[config.mk]
export PLATFORM = sky130hd
export DESIGN_NAME = maxpool_stream_flat
export DESIGN_NICKNAME = d
export VERILOG_FILES = /design/src/rtl/maxpool_stream_if.sv /design/src/rtl/maxpool_stream.sv /design/src/flat_wrapper.sv
export SDC_FILE = /design/constraint.sdc
export NUM_CORES = 1
export LEC_CHECK = 0
export ABC_CLOCK_PERIOD_IN_PS = 12900
export CORE_MARGIN = 2
export CORE_UTILIZATION = 25
export DETAILED_ROUTE_END_ITERATION = 8
export GPL_TIMING_DRIVEN = 1
export SLEW_MARGIN = 20
export SYNTH_ARGS = -nofsm -noshare
export SYNTH_HDL_FRONTEND = slang
export SYNTH_SLANG_ARGS = --single-unit
[constraint.sdc]
create_clock -name clk -period 12.9 [get_ports clk]
set_input_delay 2.58 -clock clk [delete_from_list [all_inputs] [get_ports clk]]
set_output_delay 2.58 -clock clk [all_outputs]
set_load 0.005 [all_outputs]
[src/rtl/maxpool_stream_if.sv]
// Stream bus between the sequencer and the 2x2 max-pool engine.
//
// Handshake: valid-only, no ready. A word on DI is consumed on every rising
// edge where DI_valid=1. A pooled word on DO is meaningful only on the cycle
// DO_valid=1, and the consumer must take it on that cycle.
//
// master: sequencer side (drives DI, receives DO).
// slave : pooling engine side (receives DI, drives DO).
interface maxpool_stream_if #(
    parameter int DATA_W = 16
);
    logic              DI_valid;
    logic [DATA_W-1:0] DI;
    logic              DO_valid;
    logic [DATA_W-1:0] DO;

    modport master (output DI_valid, output DI, input DO_valid, input DO);
    modport slave  (input DI_valid, input DI, output DO_valid, output DO);
endinterface

[src/rtl/maxpool_stream.sv]
// Streaming 2x2, stride-2 max-pool engine.
// Input arrives row-major, ROW_LEN words per row. Even rows fold each
// horizontal pair into a line buffer. Odd rows fold their pair with the
// buffered entry and emit one pooled word per window.
// Optional feature macro: MAXPOOL_STREAM_RELU_EN. When it is defined, negative
// results are clamped to zero if SIGNED != 0.
module maxpool_stream #(
    parameter int DATA_W  = 16,
    parameter int ROW_LEN = 16,
    parameter int SIGNED  = 0
) (
    input  logic                 clk,
    input  logic                 rst,
    input  logic                 clear,
    maxpool_stream_if.slave      bus,
    output logic                 odd_row,
    output logic [15:0]          pair_cnt
);
    localparam int              CW       = $clog2(ROW_LEN);
    localparam int              HALF     = ROW_LEN / 2;
    localparam logic [CW-1:0]   COL_LAST = CW'(ROW_LEN - 1);

    localparam logic [0:0] ST_EVEN = 1'b0;
    localparam logic [0:0] ST_ODD  = 1'b1;

    // Maximum of two words. On a tie both operands are equal, so either one is correct.
    function automatic logic [DATA_W-1:0] max2(input logic [DATA_W-1:0] a,
                                               input logic [DATA_W-1:0] b);
        logic ge;
        if (SIGNED != 0) ge = ($signed(a) >= $signed(b));
        else             ge = (a >= b);
        return ge ? a : b;
    endfunction

    // Final output shaping, applied in the same cycle as the last compare
    function automatic logic [DATA_W-1:0] shape_out(input logic [DATA_W-1:0] r);
`ifdef MAXPOOL_STREAM_RELU_EN
        if ((SIGNED != 0) && r[DATA_W-1]) return '0;
        else                              return r;
`else
        return r;
`endif
    endfunction

    logic [0:0]        state_q, state_d;
    logic [CW-1:0]     col_q, col_d;
    logic [DATA_W-1:0] hold_q, hold_d;
    logic              do_valid_q, do_valid_d;
    logic [DATA_W-1:0] do_q, do_d;
    logic [15:0]       pair_cnt_q, pair_cnt_d;
    logic [DATA_W-1:0] linebuf_q [HALF];
    logic [DATA_W-1:0] linebuf_d [HALF];

    logic [DATA_W-1:0] h;
    logic [DATA_W-1:0] lb_rd;

    // Horizontal pair maximum: the held even-column word against the incoming odd-column word
    always_comb begin
        h = max2(hold_q, bus.DI);
    end

    // Line buffer read at the current column pair
    always_comb begin
        lb_rd = '0;
        for (int i = 0; i < HALF; i++) begin
            if (i == int'(col_q >> 1)) lb_rd = linebuf_q[i];
        end
    end

    // Next state: column walk, even/odd row FSM, line buffer fill, pooled output
    always_comb begin
        state_d    = state_q;
        col_d      = col_q;
        hold_d     = hold_q;
        do_valid_d = 1'b0;
        do_d       = do_q;
        pair_cnt_d = pair_cnt_q;
        for (int i = 0; i < HALF; i++) linebuf_d[i] = linebuf_q[i];

        if (clear) begin
            // Resync to the start of a row pair. A word presented this cycle is dropped.
            col_d      = '0;
            state_d    = ST_EVEN;
            pair_cnt_d = '0;
        end else if (bus.DI_valid) begin
            if (!col_q[0]) begin
                hold_d = bus.DI;
            end else if (state_q == ST_EVEN) begin
                for (int i = 0; i < HALF; i++) begin
                    if (i == int'(col_q >> 1)) linebuf_d[i] = h;
                end
            end else begin
                do_d       = shape_out(max2(lb_rd, h));
                do_valid_d = 1'b1;
            end

            if (col_q == COL_LAST) begin
                col_d = '0;
                if (state_q == ST_EVEN) begin
                    state_d = ST_ODD;
                end else begin
                    state_d    = ST_EVEN;
                    pair_cnt_d = pair_cnt_q + 16'd1;
                end
            end else begin
                col_d = col_q + 1'b1;
            end
        end
    end

    // Control and output registers. The synchronous reset takes priority over clear.
    always_ff @(posedge clk) begin
        if (rst) begin
            state_q    <= ST_EVEN;
            col_q      <= '0;
            hold_q     <= '0;
            do_valid_q <= 1'b0;
            do_q       <= '0;
            pair_cnt_q <= '0;
        end else begin
            state_q    <= state_d;
            col_q      <= col_d;
            hold_q     <= hold_d;
            do_valid_q <= do_valid_d;
            do_q       <= do_d;
            pair_cnt_q <= pair_cnt_d;
        end
    end

    // Line buffer storage. Its contents are not needed after reset, so it has no reset.
    always_ff @(posedge clk) begin
        for (int i = 0; i < HALF; i++) linebuf_q[i] <= linebuf_d[i];
    end

    assign bus.DO_valid = do_valid_q;
    assign bus.DO       = do_q;
    assign odd_row      = (state_q == ST_ODD);
    assign pair_cnt     = pair_cnt_q;

endmodule

[src/flat_wrapper.sv]
// flat-port wrapper written by rule: the top's interface ports become plain ports
module maxpool_stream_flat 
#(
    parameter int DATA_W  = 16,
    parameter int ROW_LEN = 16,
    parameter int SIGNED  = 0
)
  (clk, rst, clear, odd_row, pair_cnt, bus_DI_valid, bus_DI, bus_DO_valid, bus_DO);
  maxpool_stream_if #(.DATA_W(DATA_W)) bus_i ();
  input  logic clk;
  input  logic rst;
  input  logic clear;
  output logic odd_row;
  output logic [15:0] pair_cnt;
  input wire logic [$bits(bus_i.DI_valid)-1:0] bus_DI_valid;
  input wire logic [$bits(bus_i.DI)-1:0] bus_DI;
  output wire logic [$bits(bus_i.DO_valid)-1:0] bus_DO_valid;
  output wire logic [$bits(bus_i.DO)-1:0] bus_DO;
  assign bus_i.DI_valid = bus_DI_valid;
  assign bus_i.DI = bus_DI;
  assign bus_DO_valid = bus_i.DO_valid;
  assign bus_DO = bus_i.DO;
  maxpool_stream #(.DATA_W(DATA_W), .ROW_LEN(ROW_LEN), .SIGNED(SIGNED)) u_core (.clk(clk), .rst(rst), .clear(clear), .bus(bus_i), .odd_row(odd_row), .pair_cnt(pair_cnt));
endmodule
## Word level (Yosys, flattened, before mapping)

Memories as Yosys holds them, arrays and structs flattened.
Index checks and enable logic that the tools add are counted.
Widths: inputs -> output; s select.

| cells by class | value |
|---|---|
| mux-type cells | 29 |
| $lt $le $gt $ge | 2 |
| bitwise logic cells | 3 |
| add/subtract/negate cells | 2 |
| equality and inequality tests | 8 |
| reductions and logical operators | 7 |

Operators by type and width:

| cell | number |
|---|---|
| $mux 128 | 4 |
| $mux 16 | 18 |
| $ge 16x16->1 | 2 |
| $logic_not 32->1 | 1 |
| $add 16x1->16 const B | 1 |
| $eq 3x3->1 const A | 4 |
| $eq 2x3->1 const A | 2 |
| $mux 1 | 6 |
| $reduce_and 3->1 | 2 |
| $add 4x1->4 const B | 1 |
| $eq 4x4->1 const B | 1 |
| $mux 4 | 1 |
| $reduce_and 4->1 | 1 |
| $reduce_or 4->1 | 1 |
| $eq 1x3->1 const A | 1 |
| $not 1->1 | 3 |
| $reduce_and 2->1 | 1 |
| $reduce_or 2->1 | 1 |

| word-level totals | value |
|---|---|
| logic and storage cells | 58 |
| bits in writable memories | 128 |
| memories kept | 1 |
| output and inout port bits | 34 |
| register bits after elaboration | 54 |

Memory list:

| memory | words | width | rd ports | clocked after memory_dff | wr ports | line | text |
|---|---|---|---|---|---|---|---|
| u_core.linebuf_q | 8 | 16 | 8 | 0 | 8 | maxpool_stream.sv:51 | `logic [DATA_W-1:0] linebuf_q [HALF];` |

## Logic depth before layout (Yosys ltp)

| depth | value |
|---|---|
| depth after elaboration | 15 |
| mapped depth | 17 |
| mapped depth without buffers | 15 |

## Worst setup path after synthesis

OpenSTA, ideal clock, no wires.

| timing | value |
|---|---|
| kind | in2reg |
| start | input bus_DI[2] |
| end | register u_core.do_q[2], in the netlist u_core.bus.DO[2] |
| slack | 6939 ps |
| required time | 12762 ps |
| path buffers | 2 |
| setup time | 138 ps |
| data arrival time | 5823 ps |
| stages on the path | 16 |
| cell sequence | inv_1 > ha_1 > a21o_1 > a31oi_1 > o21ai_1 > a211oi_4 > buf_8 > mux2i_1 > ha_1 > a21o_1 > a21oi_2 > or3b_2 > a21o_1 > nand2_2 > buf_6 > o221ai_1 |

| on the way | value |
|---|---|
| cells in the longest elaborated chain, start to end | 8 |

RTL lines:

| what | line | text |
|---|---|---|
| from (decl) | flat_wrapper.sv:16 | `input wire logic [$bits(bus_i.DI)-1:0] bus_DI;` |
| $ge 16x16->1 | maxpool_stream.sv:31 | `else ge = (a >= b);` |
| $mux 16 * | maxpool_stream.sv:32 | `return ge ? a : b;` |
| $ge 16x16->1 | maxpool_stream.sv:31 |  |
| $mux 1 | maxpool_stream.sv:88 | `end else if (state_q == ST_EVEN) begin` |
| $mux 1 | maxpool_stream.sv:86 | `if (!col_q[0]) begin` |
| $mux 1 | maxpool_stream.sv:85 | `end else if (bus.DI_valid) begin` |
| $mux 1 | maxpool_stream.sv:80 | `if (clear) begin` |
| $mux 16 * | maxpool_stream.sv:32 |  |
| to (signal assigned) | maxpool_stream.sv:125 | `do_q <= do_d;` |
| to (decl) | maxpool_stream.sv:49 | `logic [DATA_W-1:0] do_q, do_d;` |

Every way passes the cells marked *; elsewhere a longest branch is shown, timed or not. The select of a mux whose other input is x is not followed.
A chain may end at the register's enable or synchronous reset.

## Final worst setup path

| timing | value |
|---|---|
| start | input bus_DI[4] |
| end | register u_core.do_q[4], in the netlist u_core.bus.DO[4] |

| on the way | value |
|---|---|
| cells in the longest elaborated chain, start to end | 8 |

RTL lines:

| what | line | text |
|---|---|---|
| $ge 16x16->1 | maxpool_stream.sv:31 |  |
| $mux 16 | maxpool_stream.sv:32 |  |
| net u_core.h[0] | maxpool_stream.sv:54 | `logic [DATA_W-1:0] h;` |
| $ge 16x16->1 | maxpool_stream.sv:31 |  |
| $mux 1 | maxpool_stream.sv:88 |  |
| $mux 1 | maxpool_stream.sv:86 |  |
| $mux 1 | maxpool_stream.sv:85 |  |
| $mux 1 | maxpool_stream.sv:80 |  |
| $mux 16 | maxpool_stream.sv:32 |  |

The timed path passes the listed nets, and every way through them passes these cells. The select of a mux whose other input is x is not followed.

==> reports/metrics.cfg <==
[floorplan]
initial_core_util = 0.255
core_area_sq_um = 32600
dieArea_sq_um = 34700
rows = 66
num_io_pins = 54
die_width_microns = 186
die_h_microns = 186

[synthesis]
ys_async_sr_fraction = 0
syn_nets = 777
synth-edff-count = 128
ys_types = 54
ys_warn_count = 0
synth.most_common_cell = edfxtp_1
netlist_top_cells_area = edfxtp_1 (46%), dfxtp_1 (13%), nand2_1 (5.4%), ha_1 (5.1%), mux2i_1 (4.2%)
synth_area_leader_cell = edfxtp_1
avgSynthCellArea_sq_um = 11.5
ys_top_cells_by_count = edfxtp_1 (128), nand2_1 (119), dfxtp_1 (54)
synth-main-ff-cell = edfxtp_1
ys_seq_area_frac = 0.593
synth_top_cell_area_share = 0.463
ys_seq_elements = 182
syn_area_sq_um = 8310
synth_cells = 723

[run_status]
status = completed

[timing]
hold_viol = 0
max_freq_mhz = 141
setup_ws_ns = 5.81
skew_ns = 0.0107
slew_viol_final = 0
rsz0062_at_grt = false
setup_violations = 0
layout_min_cycle_time_ns = 7.09
timing.setup.tns_ns = 0
slew_headroom = 0.290
finalCritPeriodShare = 0.550
tightest_slew_ns = 1.06

[power]
p_seq_frac = 0.522
power_density_nw_per_um2 = 122
p_leak_nw = 3.58
p_sw_frac = 0.235
internal_power_uw = 928
netSwitchingPower_uw = 285
vdd_drop_max_mv = 0.0914
clkPwrFrac = 0.427
pwr-share-comb = 0.052

[global_route]
antenna_found_initial = 0
grt_usage = 0.119
grt_pass1_wl_mm = 30.9
grt_overflow_total = 0
grt_pass1_vias = 5398
grt_start_max_net_pins = 68

[setup_path]
crit_path_end_kind = register
path_max_fanout = 16
startpoint_type = input pin
crit_type = in -> reg
critPathArrivalTime_ns = 7.39
crit_required_ns = 13.19

[min_path]
hold_class = reg -> reg

[clock_tree]
clk_pin_slew_ns = 0.07
cts_hold_buf = 0
clock_tree.root_cell = clkbuf_16
ctsResizeCount = 0
clk_path_buf_depth = 2
cts_buffers = 17
h-tree-depth = 4
cts.sinks = 182
cts_tree = yes
clock_latency_ns = 0.44
post_cts_buffers = 0

[layout]
antenna_cells = 0
multi_input_area_sq_um = 3040
drive_gt1_frac = 0.107
seq_area_sq_um = 4930
fin_nets = 825
fill_cells = 3300
area_growth_pct = 19.5

[drt]
viasPerCell = 4.58
num_vias = 5617
antenna_left = 0
drcViolationCount = 0
drtIter0Drc = 405
wl_per_cell_microns = 16.3
dr.pass1.iters = 5
routed_wl_mm = 20.0

[placement]
place_ws_ns = 5.33
io_buffers = 53
dp_hpwl_mm = 12.8
place.gp.congestion = 0.747

[run]
drv_cap = 0

worst paths after layout:
| kind | from | end | slack (ns) | cells past startpoint |
|---|---|---|---|---|
| max | bus_DI[4] | u_core.bus.DO[4] | 5.81 | 17 |
| min | u_core.hold_q[0] | u_core.hold_q[0] | 0.47 | 2 |
| max reg2reg | u_core.col_q[1] | u_core.bus.DO[4] | 8.13 | 13 |
| min reg2reg | u_core.hold_q[0] | u_core.hold_q[0] | 0.47 | 2 |
through the flow:
| stage | cell area (sq um) | hold slack [ns] | total power [mW] | util | std cells |
|---|---|---|---|---|---|
| after floorplan | 8310 | 0.449 | 0.686 | - | 723 |
| after detailed placement | 9330 | 0.465 | 0.709 | 0.286 | 1194 |
| after CTS | 9920 | 0.474 | 1.23 | 0.304 | 1226 |
| after global placement | 9330 | 0.460 | 0.707 | 0.286 | 1194 |
| after global routing | 9930 | 0.498 | 1.26 | 0.304 | 1226 |
| final | 9930 | 0.473 | 1.21 | 0.304 | 1226 |
logic make-up (layout without fill, tap and decap cells):
kind of cell | Yosys count | in the layout | share of synthesized area
mux | 49 | 49 | 0.0612
flops | 182 | 182 | 0.593
compound gates | 157 | 157 | 0.130
buf+inv | 87 | 148 | 0.0432
simple gates | 203 | 203 | 0.110
xor+xnor | 11 | 11 | 0.0116
fa+ha+maj | 34 | 34 | 0.0512
layout by cell type (no fill, tap or decap), drive strengths merged, types with 15 or more instances in the layout:
cell type and instances:
edfxtp 128, nand2 121, inv 59, dfxtp 54
clkdlybuf4s50 53, o21ai 40, mux2i 35, ha 34
a21oi 34, nor2 28, clkbuf 17, a22oi 16
nand3 15, o221ai 15
state kept, by name, summed over array words and instances (netlist names):
| register | flops |
|---|---|
| u_core.linebuf_q | 128 |
| u_core.bus.DO | 16 |
| u_core.hold_q | 16 |
| u_core.pair_cnt | 16 |
| u_core.col_q | 4 |
| u_core.bus.DO_valid | 1 |
| u_core.odd_row | 1 |
worst max-delay path, stage by stage:
cell and delay [ns]:
clkdlybuf4s50_1 0.52, inv_1 0.06, ha_1 0.30, a21o_1 0.15, a21oi_1 0.14, o21ai_1 0.14
a211oi_4 0.90, mux2i_1 0.39, inv_1 0.21, ha_1 0.31, nand2b_1 0.10, a211oi_1 0.06
o21ai_0 0.30, a211oi_1 0.14, o211ai_1 0.63, buf_4 0.32, o221ai_1 0.12
power groups by stage:
stage / registers, mW / logic, mW / clock network, mW
after global placement: 0.646 / 0.0612 / 0
final: 0.633 / 0.0626 / 0.518
after detailed placement: 0.646 / 0.0625 / 0
after global routing: 0.633 / 0.0707 / 0.551
after floorplan: 0.646 / 0.0401 / 0
after CTS: 0.633 / 0.0628 / 0.529
layer usage:
| metal | up-vias | GRT usage | routed length [microns] |
|---|---|---|---|
| met2 | 110 | 0.193 | 9460 |
| met1 | 2750 | 0.159 | 9400 |
| li1 | 2739 | - | - |
| met3 | 18 | 0.0232 | 872 |
| met5 | - | 0 | 0 |
| met4 | 0 | 0.0406 | 281 |
area by class of cell:
class | instances | area share
repair buffers | 66 | 0.0633
flip-flops and latches | 182 | 0.496
clock inverters | 15 | 0.0163
well taps | 442 | 0.0557
multi-input cells | 454 | 0.307
inverters | 50 | 0.0189
clock buffers | 17 | 0.0429
(Power assumes the default switching activity.)
